<file path="src/rtl/muldiv_seq.sv">
// muldiv_seq: iterative RV32M multiply/divide sequencer for the execute stage
module muldiv_seq #(
  parameter int XLEN = 32
) (
  input  logic            clk,
  input  logic            reset,
  input  logic            start,
  input  logic [2:0]      funct3,
  input  logic [XLEN-1:0] rs1,
  input  logic [XLEN-1:0] rs2,
  input  logic            flush,
  output logic            stall_req,
  output logic            busy,
  output logic            done,
  output logic [XLEN-1:0] result
);
  localparam int CW = $clog2(XLEN);
  typedef enum logic [1:0] {IDLE, CALC, DONE} state_t;
  state_t            state_q, state_d;
  logic [CW-1:0]     cnt_q, cnt_d;
  logic [2:0]        op_q, op_d;
  logic              neg_q, neg_d;
  logic [XLEN-1:0]   b_q, b_d, result_q, result_d;
  logic [2*XLEN-1:0] acc_q, acc_d;
  logic [XLEN:0]     rem_q, rem_d;
  logic              a_signed, b_signed, a_neg, b_neg, neg_start;
  logic [XLEN-1:0]   a_mag, b_mag;
  logic              div_zero, ovf, fast;
  logic [XLEN-1:0]   fast_val;
  logic [XLEN:0]     mul_sum;
  logic [2*XLEN-1:0] mul_next, prod_s;
  logic [XLEN+1:0]   div_sh, div_diff;
  logic              div_ok;
  logic [XLEN:0]     rem_next;
  logic [XLEN-1:0]   q_next, q_s, r_s, mul_res, calc_res;
  assign a_signed  = (funct3 == 3'd1) | (funct3 == 3'd2) | (funct3 == 3'd4) | (funct3 == 3'd6);
  assign b_signed  = (funct3 == 3'd1) | (funct3 == 3'd4) | (funct3 == 3'd6);
  assign a_neg     = a_signed & rs1[XLEN-1];
  assign b_neg     = b_signed & rs2[XLEN-1];
  assign a_mag     = a_neg ? -rs1 : rs1;
  assign b_mag     = b_neg ? -rs2 : rs2;
  assign neg_start = (funct3 == 3'd6) ? a_neg : a_neg ^ b_neg;
  assign div_zero  = funct3[2] && (rs2 == '0);
  assign ovf       = funct3[2] && !funct3[0] && (rs1 == {1'b1, {(XLEN-1){1'b0}}}) && (&rs2);
  assign fast      = div_zero | ovf;
  assign fast_val  = div_zero ? (funct3[1] ? rs1 : '1) : (funct3[1] ? '0 : rs1);
  assign mul_sum   = {1'b0, acc_q[2*XLEN-1:XLEN]} + (acc_q[0] ? {1'b0, b_q} : '0);
  assign mul_next  = {mul_sum, acc_q[XLEN-1:1]};
  assign div_sh    = {rem_q, acc_q[XLEN-1]};
  assign div_diff  = div_sh - {2'b00, b_q};
  assign div_ok    = !div_diff[XLEN+1];
  assign rem_next  = div_ok ? div_diff[XLEN:0] : div_sh[XLEN:0];
  assign q_next    = {acc_q[XLEN-2:0], div_ok};
  assign prod_s    = neg_q ? -mul_next : mul_next;
  assign q_s       = neg_q ? -q_next : q_next;
  assign r_s       = neg_q ? -rem_next[XLEN-1:0] : rem_next[XLEN-1:0];
  assign mul_res   = (op_q == 3'd0) ? prod_s[XLEN-1:0] : prod_s[2*XLEN-1:XLEN];
  assign calc_res  = !op_q[2] ? mul_res : (op_q[1] ? r_s : q_s);
  assign stall_req = !reset && !flush && ((state_q == IDLE && start) || state_q == CALC);
  assign busy      = state_q != IDLE;
  assign done      = state_q == DONE && !flush;
  assign result    = result_q;
  // Next-state: launch or fast-path from IDLE, one shift-add/restoring step per CALC cycle
  always_comb begin
    state_d  = state_q;
    cnt_d    = cnt_q;
    op_d     = op_q;
    neg_d    = neg_q;
    b_d      = b_q;
    acc_d    = acc_q;
    rem_d    = rem_q;
    result_d = result_q;
    case (state_q)
      IDLE: if (start && !flush) begin
        if (fast) begin
          result_d = fast_val;
          state_d  = DONE;
        end else begin
          acc_d   = {{XLEN{1'b0}}, a_mag};
          b_d     = b_mag;
          rem_d   = '0;
          op_d    = funct3;
          neg_d   = neg_start;
          cnt_d   = '0;
          state_d = CALC;
        end
      end
      CALC: if (flush) begin
        state_d = IDLE;
      end else begin
        acc_d = op_q[2] ? {acc_q[2*XLEN-1:XLEN], q_next} : mul_next;
        rem_d = rem_next;
        cnt_d = cnt_q + 1'b1;
        if (cnt_q == CW'(XLEN-1)) begin
          result_d = calc_res;
          state_d  = DONE;
        end
      end
      default: state_d = IDLE;
    endcase
  end
  // State registers, cleared asynchronously by reset
  always_ff @(posedge clk or posedge reset) begin
    if (reset) begin
      state_q  <= IDLE;
      cnt_q    <= '0;
      op_q     <= '0;
      neg_q    <= 1'b0;
      b_q      <= '0;
      acc_q    <= '0;
      rem_q    <= '0;
      result_q <= '0;
    end else begin
      state_q  <= state_d;
      cnt_q    <= cnt_d;
      op_q     <= op_d;
      neg_q    <= neg_d;
      b_q      <= b_d;
      acc_q    <= acc_d;
      rem_q    <= rem_d;
      result_q <= result_d;
    end
  end
endmodule

</file>
<file path="config.mk">
export PLATFORM = sky130hd
export DESIGN_NAME = muldiv_seq
export DESIGN_NICKNAME = d
export VERILOG_FILES = /design/src/rtl/muldiv_seq.sv
export SDC_FILE = /design/constraint.sdc
export NUM_CORES = 1
export LEC_CHECK = 0
export ABC_AREA = 1
export CORE_UTILIZATION = 39
export DETAILED_ROUTE_END_ITERATION = 6
export PLACE_DENSITY_LB_ADDON = 0.25
export SETUP_SLACK_MARGIN = 0.5
export SYNTH_ARGS = -nofsm -noshare
export SYNTH_HDL_FRONTEND = slang
export SYNTH_SLANG_ARGS = --single-unit
</file>
<file path="constraint.sdc">
create_clock -name clk -period 7.44 [get_ports clk]
set_clock_uncertainty 0.1 [all_clocks]
set_input_delay 0.744 -clock clk [delete_from_list [all_inputs] [get_ports clk]]
set_output_delay 0.744 -clock clk [all_outputs]
set_load 0.05 [all_outputs]
</file>
## Word-level counts from Yosys, hierarchy flattened

Cells that the tools add are included.

| storage, ports and cells | value |
|---|---|
| output and inout port bits | 35 |
| flip-flop bits (word level) | 172 |
| bits of input ports | 71 |

| cells by class | value |
|---|---|
| add/sub/neg operators | 8 |
| equality and inequality tests | 15 |
| bitwise gates (word level) | 10 |
| mux-type cells | 37 |
| reductions and logical operators | 25 |

Operator list:

| operator | count |
|---|---|
| 2-to-1 mux 32 bit | 15 |
| 2-to-1 mux 64 bit | 5 |
| 2-to-1 mux 33 bit | 4 |
| negator 32 bit | 4 |
| case mux 64 bit (2 select lines) | 1 |
| case mux 33 bit (2 select lines) | 1 |
| negator 64 bit | 1 |
| case mux 32 bit (2 select lines) | 1 |
| subtractor 34 x 32 -> 34 bit | 1 |
| adder 32 x 32 -> 33 bit | 1 |
| equality test 32 bit, second input constant | 1 |
| logical NOT 32 bit | 1 |
| AND reduction 32 bit | 1 |
| 2-to-1 mux 5 bit | 3 |
| case mux 5 bit (2 select lines) | 1 |
| AND reduction 5 bit | 2 |
| logical AND 1 bit | 9 |
| 2-to-1 mux 2 bit | 4 |
| != test 2 bit, second input constant | 4 |
| equality test 3 bit, second input constant | 2 |
| bitwise OR 1 bit | 6 |
| adder 5 x 1 -> 5 bit, second input constant | 1 |
| equality test 5 bit, second input constant | 1 |
| logical NOT 1 bit | 4 |
| other kinds (18) | 21 |

## Depth between registers and ports, before layout

Gate-level depths: netlist (run 1).

| logic depth | value |
|---|---|
| depth after elaboration | 9 |
| gate-level depth with buffers | 30 |
| depth with buffers taken out | 29 |

## Least setup slack after synthesis (run 1)

OpenSTA, ideal clock, no wires.

| timing | value |
|---|---|
| kind | flip-flop to flip-flop |
| start point | register acc_q[0] |
| end point | register result_q[31] (netlist: result[31]) |
| setup time | 0.113 ns |
| buffers on the path | 2 |
| cell stages (with the launch flop) | 27 |
| required time | 7.227 ns |
| arrival | 2.977 ns |
| path slack | 4.251 ns |
| cell sequence | dfrtp_1 -> clkbuf_1 -> clkbuf_1 -> nand2_1 -> inv_1 -> ha_1 -> nand2_1 -> a21oi_1 -> nor2_1 -> nand2_1 -> nand2_1 -> nand2_1 -> xor2_1 -> nand2_1 -> nor2_1 -> nand2_1 -> nor2_4 -> and3_1 -> nand3_1 -> nand2_1 -> nand2_1 -> nand2_1 -> nand2_1 -> nand2_1 -> nand3_1 -> nand2_1 -> inv_1 |

| between the ends | value |
|---|---|
| word-level cells in the longest chain between the ends | 9 |
| elaborated cells on any way between the ends | 12 |

Ends and longest elaborated chain:

| item | line | text |
|---|---|---|
| start, declared | 24 | `logic [2*XLEN-1:0] acc_q, acc_d;` |
| start signal, assigned | 110 | `acc_q <= '0;` |
| start signal, assigned | 119 | `acc_q <= acc_d;` |
| 2-to-1 mux 32 bit | 47 | `assign mul_sum = {1'b0, acc_q[2*XLEN-1:XLEN]} + (acc_q[0] ? {1'b0, b_q} : '0);` |
| adder 32 x 32 -> 33 bit | 47 |  |
| negator 64 bit | 54 | `assign prod_s = neg_q ? -mul_next : mul_next;` |
| 2-to-1 mux 64 bit | 54 |  |
| 2-to-1 mux 32 bit | 57 | `assign mul_res = (op_q == 3'd0) ? prod_s[XLEN-1:0] : prod_s[2*XLEN-1:XLEN];` |
| 2-to-1 mux 32 bit * | 58 | `assign calc_res = !op_q[2] ? mul_res : (op_q[1] ? r_s : q_s);` |
| 2-to-1 mux 32 bit * | 94 | `if (cnt_q == CW'(XLEN-1)) begin` |
| 2-to-1 mux 32 bit * | 88 | `CALC: if (flush) begin` |
| case mux 32 bit (2 select lines) * | 73 | `case (state_q)` |
| end signal, assigned | 121 | `result_q <= result_d;` |
| end, declared | 23 | `logic [XLEN-1:0] b_q, b_d, result_q, result_d;` |

Mark *: on every way between the ends. The rest lies on a longest branch, timed or not. The select of a mux whose other input is x is not followed.
A chain may end at the register's enable or synchronous reset.

## Final worst setup path (run 1)

| timing | value |
|---|---|
| start point | register b_q[25] |
| end point | register result_q[14] (netlist: result[14]) |

| between the ends | value |
|---|---|
| word-level cells in the longest chain between the ends | 9 |
| elaborated cells on any way between the ends | 12 |

Ends and longest elaborated chain:

| item | line | text |
|---|---|---|
| start, declared | 23 |  |
| start signal, assigned | 109 | `b_q <= '0;` |
| start signal, assigned | 118 | `b_q <= b_d;` |
| subtractor 34 x 32 -> 34 bit * | 50 | `assign div_diff = div_sh - {2'b00, b_q};` |
| 2-to-1 mux 33 bit or logical NOT 1 bit (tied branches) | 52, 51 |  |
| negator 32 bit (on tied branches) | 56, 55 |  |
| 2-to-1 mux 32 bit (on tied branches) | 56, 55 |  |
| 2-to-1 mux 32 bit * (2 in a row) | 58 |  |
| 2-to-1 mux 32 bit * | 94 |  |
| 2-to-1 mux 32 bit * | 88 |  |
| case mux 32 bit (2 select lines) * | 73 |  |

Marked as above.

==> qor_table.md, run 1 <==
| Quantity | Value |
|:---|:---|
| Crit start category | flip-flop |
| Final layout net count | 3225 |
| Period minus WS final | 4.93 ns |
| Syn Std Cell Area | 18700 um^2 |
| Critical path class | reg -> reg |
| Achievable clock frequency | 203 MHz |
| Die height | 221 um |
| Initial antenna violation count | 2 |
| Transition time at the pin with the least slew margin | 1.00 ns |
| Share of the synthesized area in the top cell type | 0.230 |
| Cell type contributing the most total cell area after synthesis | sky130_fd_sc_hd__dfrtp_1 |
| Worst reg2reg path startpoint | b_q[25] |
| Run status | completed |
| Most common cell after layout, fill and taps aside | sky130_fd_sc_hd__nand2_1 |
| Most used flip-flop cell after synthesis | sky130_fd_sc_hd__dfrtp_1 |
| Count of cells along the worst register-to-register path | 18 |
| Logic depth of the worst path, buffers included | 18 |
| Full die area | 48800 um^2 |
| Top cells by area, synth | sky130_fd_sc_hd__dfrtp_1, sky130_fd_sc_hd__nand2_1, sky130_fd_sc_hd__inv_1, sky130_fd_sc_hd__nor2_1, sky130_fd_sc_hd__o21ai_0 |
| Unrepaired setup endpoints after global routing | no |
| Bufs and invs on worst path | 4 |
| Number of buffer cells added on primary ports | 105 |
| GR Util All Layers | 0.322 |
| Maximum number of pins on one net before global-route repair | 99 |
| Root buffer cell | sky130_fd_sc_hd__clkbuf_16 |
| Remaining antenna violation count | 0 |
| Number of clock sinks | 172 |
| Drc violations | 0 |
| Number of setup buffers added after CTS | 0 |
| Number of I/O pins | 106 |
| Htree depth | 4 |
| Max-cap violation count | 0 |
| Maximum clock path buffer count | 2 |
| Internal reg-to-reg setup slack | 2.51 ns |
| First-pass iteration count of the detailed router | 7 |
| Clock tree from TritonCTS | yes |
| Initial DRC count | 2461 |
| Data required time at the worst endpoint | 7.72 ns |
| Worst setup path endpoint | result[14] |
| Headroom to the max-slew limit | 0.331 |
| Endpoint arrival time on the critical path | 5.21 ns |
| Clock-pin slew on the worst setup and hold paths | 0.07 ns |
| Kind of end point of the critical path | flip-flop |
| Starting density of the core | 0.398 |
| Top Family by Delay on Critical Path | simple AND/OR/NAND/NOR gates |
| Critical-path cell with the highest stage delay | sky130_fd_sc_hd__dfrtp_1 |
| Detailed placement HPWL | 62500 um |
| Hold/Removal Path Class | reg -> reg |
| Part of the Yosys area used for sequential elements | 0.230 |
| Post-synthesis register bit count | 172 |
| CP most frequent cell | sky130_fd_sc_hd__nand2_1 |
| Ratio of cells with drive above 1 in the final layout | 0.0498 |
| Number of placement rows | 79 |
| Most used cells in the layout excluding fill and tap cells | sky130_fd_sc_hd__nand2_1, sky130_fd_sc_hd__inv_1, sky130_fd_sc_hd__nor2_1, sky130_fd_sc_hd__o21ai_0, sky130_fd_sc_hd__nand3_1 |
| Number of cells produced by synthesis | 3069 |
| Placeable core region | 47000 um^2 |
| Final worst path period share | 0.663 |
| Clock buffer count from CTS | 17 |
| DR WL/cell | 21.4 um |
| Share of flip-flops with an asynchronous set or reset after synthesis | 1.00 |
| Crit path max fanout | 19 |
| Power per standard cell area | 477 nW/um^2 |
| Global-route wire length before repair | 120000 um |
| Delay contributed by the slowest stage of the critical path | 0.53 ns |
| Final wirelength | 79400 um |
| CTS hold repair buffers | 0 |
| Pins over their slew limit | 0 |
| Number of gates given a new drive strength after cts | 0 |
| Net count after synthesis | 3214 |
| Die boundary width | 221 um |
| Total global routing overflow | 0 |
| Endpoints failing hold | 0 |
| Post-layout util | 0.440 |
| Clk_lat worst skew | 0.51 ns |
| Avg Inst Size Synth | 6.09 um^2 |
| Leakage power | 10.2 nW |
| Worst Setup SP | b_q[25] |
| Via count of the first global-routing pass | 19774 |
| Final total negative setup slack | 0 ns |
| Number of synthesis warnings | 0 |
| Worst reg2reg path endpoint | result[14] |
| Distinct cell type count after synthesis | 64 |
| Routability-driven placement congestion ratio | 1.00 |
| Series of cell instances along the critical path | inv_1 > ha_1 > nand2_1 > nor2_1 > nand2_1 > inv_2 > a21oi_4 > nand3_2 > nand2_4 > ha_1 > nor2_1 > buf_4 > inv_1 > nand2_1 > a31oi_1 > o21ai_1 > nand2_1 > a21oi_1 |
| Maximum resistive drop on vdd | 0.297 mV |
| P&R area growth vs syn | 10.5% |
| Via count | 21415 |
| Mean number of vias per cell | 5.79 |
| Final-report setup violation count | 0 |
| Post-synth EDFFs | 0 |
-- where the power goes --
| part | internal, mW | switching, mW | total (mW) |
|---|---|---|---|
| Combinational | 2.07 | 5.14 | 7.21 |
| Clock | 0.444 | 0.470 | 0.914 |
| Sequential | 1.26 | 0.465 | 1.72 |
-- logic make-up after synthesis --
group / share of synthesized area
compound gates: 0.186
xor+xnor: 0.0581
fa+ha+maj: 0.0504
buf+inv: 0.114
flops: 0.230
mux: 0.000536
simple gates: 0.361
-- registers in the layout, summed over array words and instances, names as in the netlist --
signal	count
cnt_q	5
result	32
neg_q	1
state_q	2
b_q	32
rem_q	33
op_q	3
acc_q	64
-- through the flow --
stage / area (um^2) / hold slack [ns] / setup slack (ns) / std cells / total power, mW
after floorplan: 18700 / 0.368 / 1.94 / 3069 / 6.52
after global placement: 20100 / 0.383 / 2.31 / 3668 / 8.66
after detailed placement: 20100 / 0.389 / 2.17 / 3668 / 8.70
after CTS: 20600 / 0.418 / 2.69 / 3700 / 9.65
after global routing: 20600 / 0.438 / 2.28 / 3700 / 10.6
final: 20600 / 0.407 / 2.51 / 3701 / 9.85
-- cell usage after synthesis (all sizes together) (11+ instances only) --
cell type and number:
nand2 853, inv 400, nor2 346, o21ai 272
nand3 218, dfrtp 172, a21oi 159, xor2 95
clkbuf 88, ha 72, nor3 55, buf 45
a31oi 41, nand4 38, xnor2 28, o221ai 27
o211ai 22, nand3b 21, a22oi 20, nor4 15
o2111ai 12, o22ai 11
-- worst min-delay path by stage --
stage,from,endpoint,slack [ns],depth (start not counted)
after floorplan,rem_q[15],rem_q[15],0.37,2
after global placement,result[2],result[2],0.38,2
after detailed placement,result[2],result[2],0.39,2
after CTS,acc_q[32],acc_q[32],0.42,2
after global routing,result[2],result[2],0.44,2
final,result[2],result[2],0.41,2
-- per-layer routing --
metal,GRT usage,routed length [um],vias up
met5,0,0,-
met2,0.488,33900,1135
met4,0.132,2920,0
met1,0.445,34100,10062
met3,0.0665,8410,144
li1,-,-,10074
-- cell type report --
cell class	count	area, um^2
repair buffers	125	1200
diodes	1	2.50
flip-flops and latches	172	4310
well taps	607	759
multi-input cells	2358	12300
clock inverters	15	149
inverters	406	1530
fillers	5119	26300
clock buffers	17	425
-- worst reg2reg max path, cell delays in order (launching register included) --
cell and delay [ns]:
sky130_fd_sc_hd__dfrtp_1 0.53, sky130_fd_sc_hd__inv_1 0.12, sky130_fd_sc_hd__ha_1 0.41, sky130_fd_sc_hd__nand2_1 0.16
sky130_fd_sc_hd__nor2_1 0.09, sky130_fd_sc_hd__nand2_1 0.13, sky130_fd_sc_hd__inv_2 0.06, sky130_fd_sc_hd__a21oi_4 0.23
sky130_fd_sc_hd__nand3_2 0.36, sky130_fd_sc_hd__nand2_4 0.41, sky130_fd_sc_hd__ha_1 0.34, sky130_fd_sc_hd__nor2_1 0.08
sky130_fd_sc_hd__buf_4 0.22, sky130_fd_sc_hd__inv_1 0.44, sky130_fd_sc_hd__nand2_1 0.13, sky130_fd_sc_hd__a31oi_1 0.45
sky130_fd_sc_hd__o21ai_1 0.26, sky130_fd_sc_hd__nand2_1 0.22, sky130_fd_sc_hd__a21oi_1 0.09
Power figures use the tool's default switching activity.
==> inputs of run 2 (changes only) <==
- clock period: 7.44 -> 4.2 ns (I/O delays scaled with it)
==> run 2 against run 1 <==
Against the previous run:
- critical path depth rose by 3
- combinational power rose by 140%
- final cell count rose by 5.6%
- wire length rose by 11%
- highest routed layer unchanged
==> qor_table.md, run 2 (synthesized netlist as in run 1, its figures left out) <==
| Quantity | Value | Change |
|:---|:---|:---|
| Run status | completed | unchanged |
| Internal reg-to-reg setup slack | 0.43 ns | was 2.51 ns |
| Bufs and invs on worst path | 4 | unchanged |
| Remaining antenna violation count | 0 | unchanged |
| Power per standard cell area | 894 nW/um^2 | was 477 nW/um^2 |
| Drc violations | 0 | unchanged |
| Clock-pin slew on the worst setup and hold paths | 0.08 ns | was 0.07 ns |
| Global-route wire length before repair | 129000 um | was 120000 um |
| Max-cap violation count | 0 | unchanged |
| Maximum resistive drop on vdd | 0.519 mV | was 0.297 mV |
| Top Family by Delay on Critical Path | compound AO/OA/AOI/OAI gates | was simple AND/OR/NAND/NOR gates |
| First-pass iteration count of the detailed router | 6 | was 7 |
| Worst reg2reg path startpoint | acc_q[0] | was b_q[25] |
| Leakage power | 11.5 nW | was 10.2 nW |
| Cell area after layout | 24600 um^2 | was 20600 um^2 |
| Die height | 221 um | unchanged |
| Critical path class | reg -> reg | unchanged |
| Post-layout util | 0.524 | was 0.440 |
| Number of placement rows | 79 | unchanged |
| Placeable core region | 47000 um^2 | unchanged |
| Final layout net count | 3432 | was 3225 |
| Critical-path cell with the highest stage delay | sky130_fd_sc_hd__dfrtp_2 | was sky130_fd_sc_hd__dfrtp_1 |
| Transition time at the pin with the least slew margin | 1.22 ns | was 1.00 ns |
| Logic depth of the worst path, buffers included | 21 | was 18 |
| Final-report setup violation count | 0 | unchanged |
| CTS hold repair buffers | 0 | unchanged |
| Delay contributed by the slowest stage of the critical path | 0.50 ns | was 0.53 ns |
| Achievable clock frequency | 265 MHz | was 203 MHz |
| Final wirelength | 88000 um | was 79400 um |
| Headroom to the max-slew limit | 0.187 | was 0.331 |
| Number of buffer cells added on primary ports | 105 | unchanged |
| Clock tree from TritonCTS | yes | unchanged |
| Number of flip-flops under the largest register name | 64 | unchanged |
| Crit path max fanout | 5 | was 19 |
| Crit start category | flip-flop | unchanged |
| Worst Setup SP | acc_q[0] | was b_q[25] |
| Starting density of the core | 0.398 | unchanged |
| DR WL/cell | 22.5 um | was 21.4 um |
| Initial DRC count | 2624 | was 2461 |
| Most common cell after layout, fill and taps aside | sky130_fd_sc_hd__nand2_1 | unchanged |
| Series of cell instances along the critical path | clkbuf_16 > nand2_1 > inv_1 > ha_4 > a21o_1 > nand2_1 > nand2_1 > a21oi_1 > nand2_2 > xnor2_2 > buf_4 > nand2_2 > nor2_2 > nand4_1 > o21ai_2 > buf_4 > or2_4 > nand3_4 > a21oi_2 > nand2_2 > a21oi_2 | was inv_1 > ha_1 > nand2_1 > nor2_1 > nand2_1 > inv_2 > a21oi_4 > nand3_2 > nand2_4 > ha_1 > nor2_1 > buf_4 > inv_1 > nand2_1 > a31oi_1 > o21ai_1 > nand2_1 > a21oi_1 |
| Endpoint arrival time on the critical path | 4.09 ns | was 5.21 ns |
| Routability-driven placement congestion ratio | 1.04 | was 1.00 |
| Maximum clock path buffer count | 2 | unchanged |
| GR Util All Layers | 0.350 | was 0.322 |
| Mean number of vias per cell | 5.81 | was 5.79 |
| Via count | 22699 | was 21415 |
| Clk_lat worst skew | 0.49 ns | was 0.51 ns |
| Worst setup path endpoint | result[20] | was result[14] |
| Pins over their slew limit | 0 | unchanged |
| Number of clock sinks | 172 | unchanged |
| Total global routing overflow | 0 | unchanged |
| Detailed placement HPWL | 68100 um | was 62500 um |
| Maximum number of pins on one net before global-route repair | 61 | was 99 |
| Data required time at the worst endpoint | 4.52 ns | was 7.72 ns |
| Kind of end point of the critical path | flip-flop | unchanged |
| Htree depth | 4 | unchanged |
| Final total negative setup slack | 0 ns | unchanged |
| Endpoints failing hold | 0 | unchanged |
| Pwr Total | 22.0 mW | was 9.85 mW |
| Unrepaired setup endpoints after global routing | yes | was no |
| Root buffer cell | sky130_fd_sc_hd__clkbuf_16 | unchanged |
| Period minus WS final | 3.77 ns | was 4.93 ns |
| Number of I/O pins | 106 | unchanged |
| Ratio of cells with drive above 1 in the final layout | 0.230 | was 0.0498 |
| Worst reg2reg path endpoint | result[20] | was result[14] |
| Full die area | 48800 um^2 | unchanged |
| Die boundary width | 221 um | unchanged |
| Initial antenna violation count | 1 | was 2 |
| Total cell area at the placement stage | 21100 um^2 | was 20100 um^2 |
| Hold/Removal Path Class | in -> async | was reg -> reg |
| Registers with the most flip-flops | acc_q: 64 flops, rem_q: 33 flops | unchanged |
| Clock buffer count from CTS | 17 | unchanged |
| Most used cells in the layout excluding fill and tap cells | sky130_fd_sc_hd__nand2_1, sky130_fd_sc_hd__inv_1, sky130_fd_sc_hd__nor2_1, sky130_fd_sc_hd__o21ai_0, sky130_fd_sc_hd__buf_4 | was sky130_fd_sc_hd__nand2_1, sky130_fd_sc_hd__inv_1, sky130_fd_sc_hd__nor2_1, sky130_fd_sc_hd__o21ai_0, sky130_fd_sc_hd__nand3_1 |
| Biggest register | acc_q | unchanged |
| Final worst path period share | 0.898 | was 0.663 |
| P&R area growth vs syn | 31.6% | was 10.5% |
| Count of cells along the worst register-to-register path | 21 | was 18 |
| Via count of the first global-routing pass | 21001 | was 19774 |
## run 2: cell types whose count changed in the layout (fill, tap and decap cells not counted), moves of 27 or more
| cell | delta |
|---|---|
| sky130_fd_sc_hd__inv_1 | -29 |
| sky130_fd_sc_hd__a21oi_2 | +29 |
| sky130_fd_sc_hd__nor2_2 | +33 |
| sky130_fd_sc_hd__ha_1 | -54 |
| sky130_fd_sc_hd__nor2_1 | -54 |
| sky130_fd_sc_hd__nand3_1 | -30 |
| sky130_fd_sc_hd__a21oi_1 | -31 |
| sky130_fd_sc_hd__buf_4 | +176 |
| sky130_fd_sc_hd__nand2_2 | +101 |
| sky130_fd_sc_hd__nand2_1 | -121 |
| sky130_fd_sc_hd__ha_4 | +48 |
| sky130_fd_sc_hd__inv_2 | +27 |
## run 2: final cells by class
| cell class | instances | area [um^2] |
|---|---|---|
| inverter | 406 | 1540 |
| multi-input combinational | 2358 | 14300 |
| antenna | 1 | 2.50 |
| clock buffer | 17 | 425 |
| tap | 607 | 759 |
| timing repair buffer | 332 | 3060 |
| fill | 4673 | 22400 |
| clock inverter | 15 | 154 |
| sequential | 172 | 4330 |
## run 2: per-stage QoR
stage	hold WS (ns)	worst slack, ns	instances
2_1_floorplan	0.368	1.01	3069
3_3_place_gp	0.372	-0.0601	3787
3_5_place_dp	0.375	-0.0771	3787
4_1_cts	0.354	0.468	3851
5_1_grt	0.423	0.291	3907
6_report	0.360	0.430	3908
## run 2: worst min-delay path by stage
stage / endpoint / start / cells after the start
after floorplan: rem_q[15] / rem_q[15] / 2
after global placement: result[15] / result[15] / 2
after detailed placement: result[15] / result[15] / 2
after CTS: result[1] / reset / 2
final: result[1] / reset / 2
after global routing: result[1] / reset / 2
## run 2: what timing repair did
action | 4_1_cts | 5_1_grt
pin swaps | 28 | 120
cloned | 0 | 4
resized for setup | 142 | 364
buffers inserted | 32 | 52
hold endpoints to repair | 0 | 0
setup endpoints to repair | 26 | 118
## run 2: power by group
part	total [mW]	switching [mW]	leakage [nW]	internal [mW]
combinational	17.3	11.1	9.04	6.19
sequential	3.08	0.833	2.18	2.24
clock	1.65	0.858	0.275	0.788
total	22.0	12.7	11.5	9.22
## run 2: metal layers
layer,wire [um],share of wire,GRT usage
met2,37000,0.42,0.513
met1,37600,0.43,0.492
met3,9690,0.11,0.0789
met5,0,0,0
met4,3760,0.043,0.141
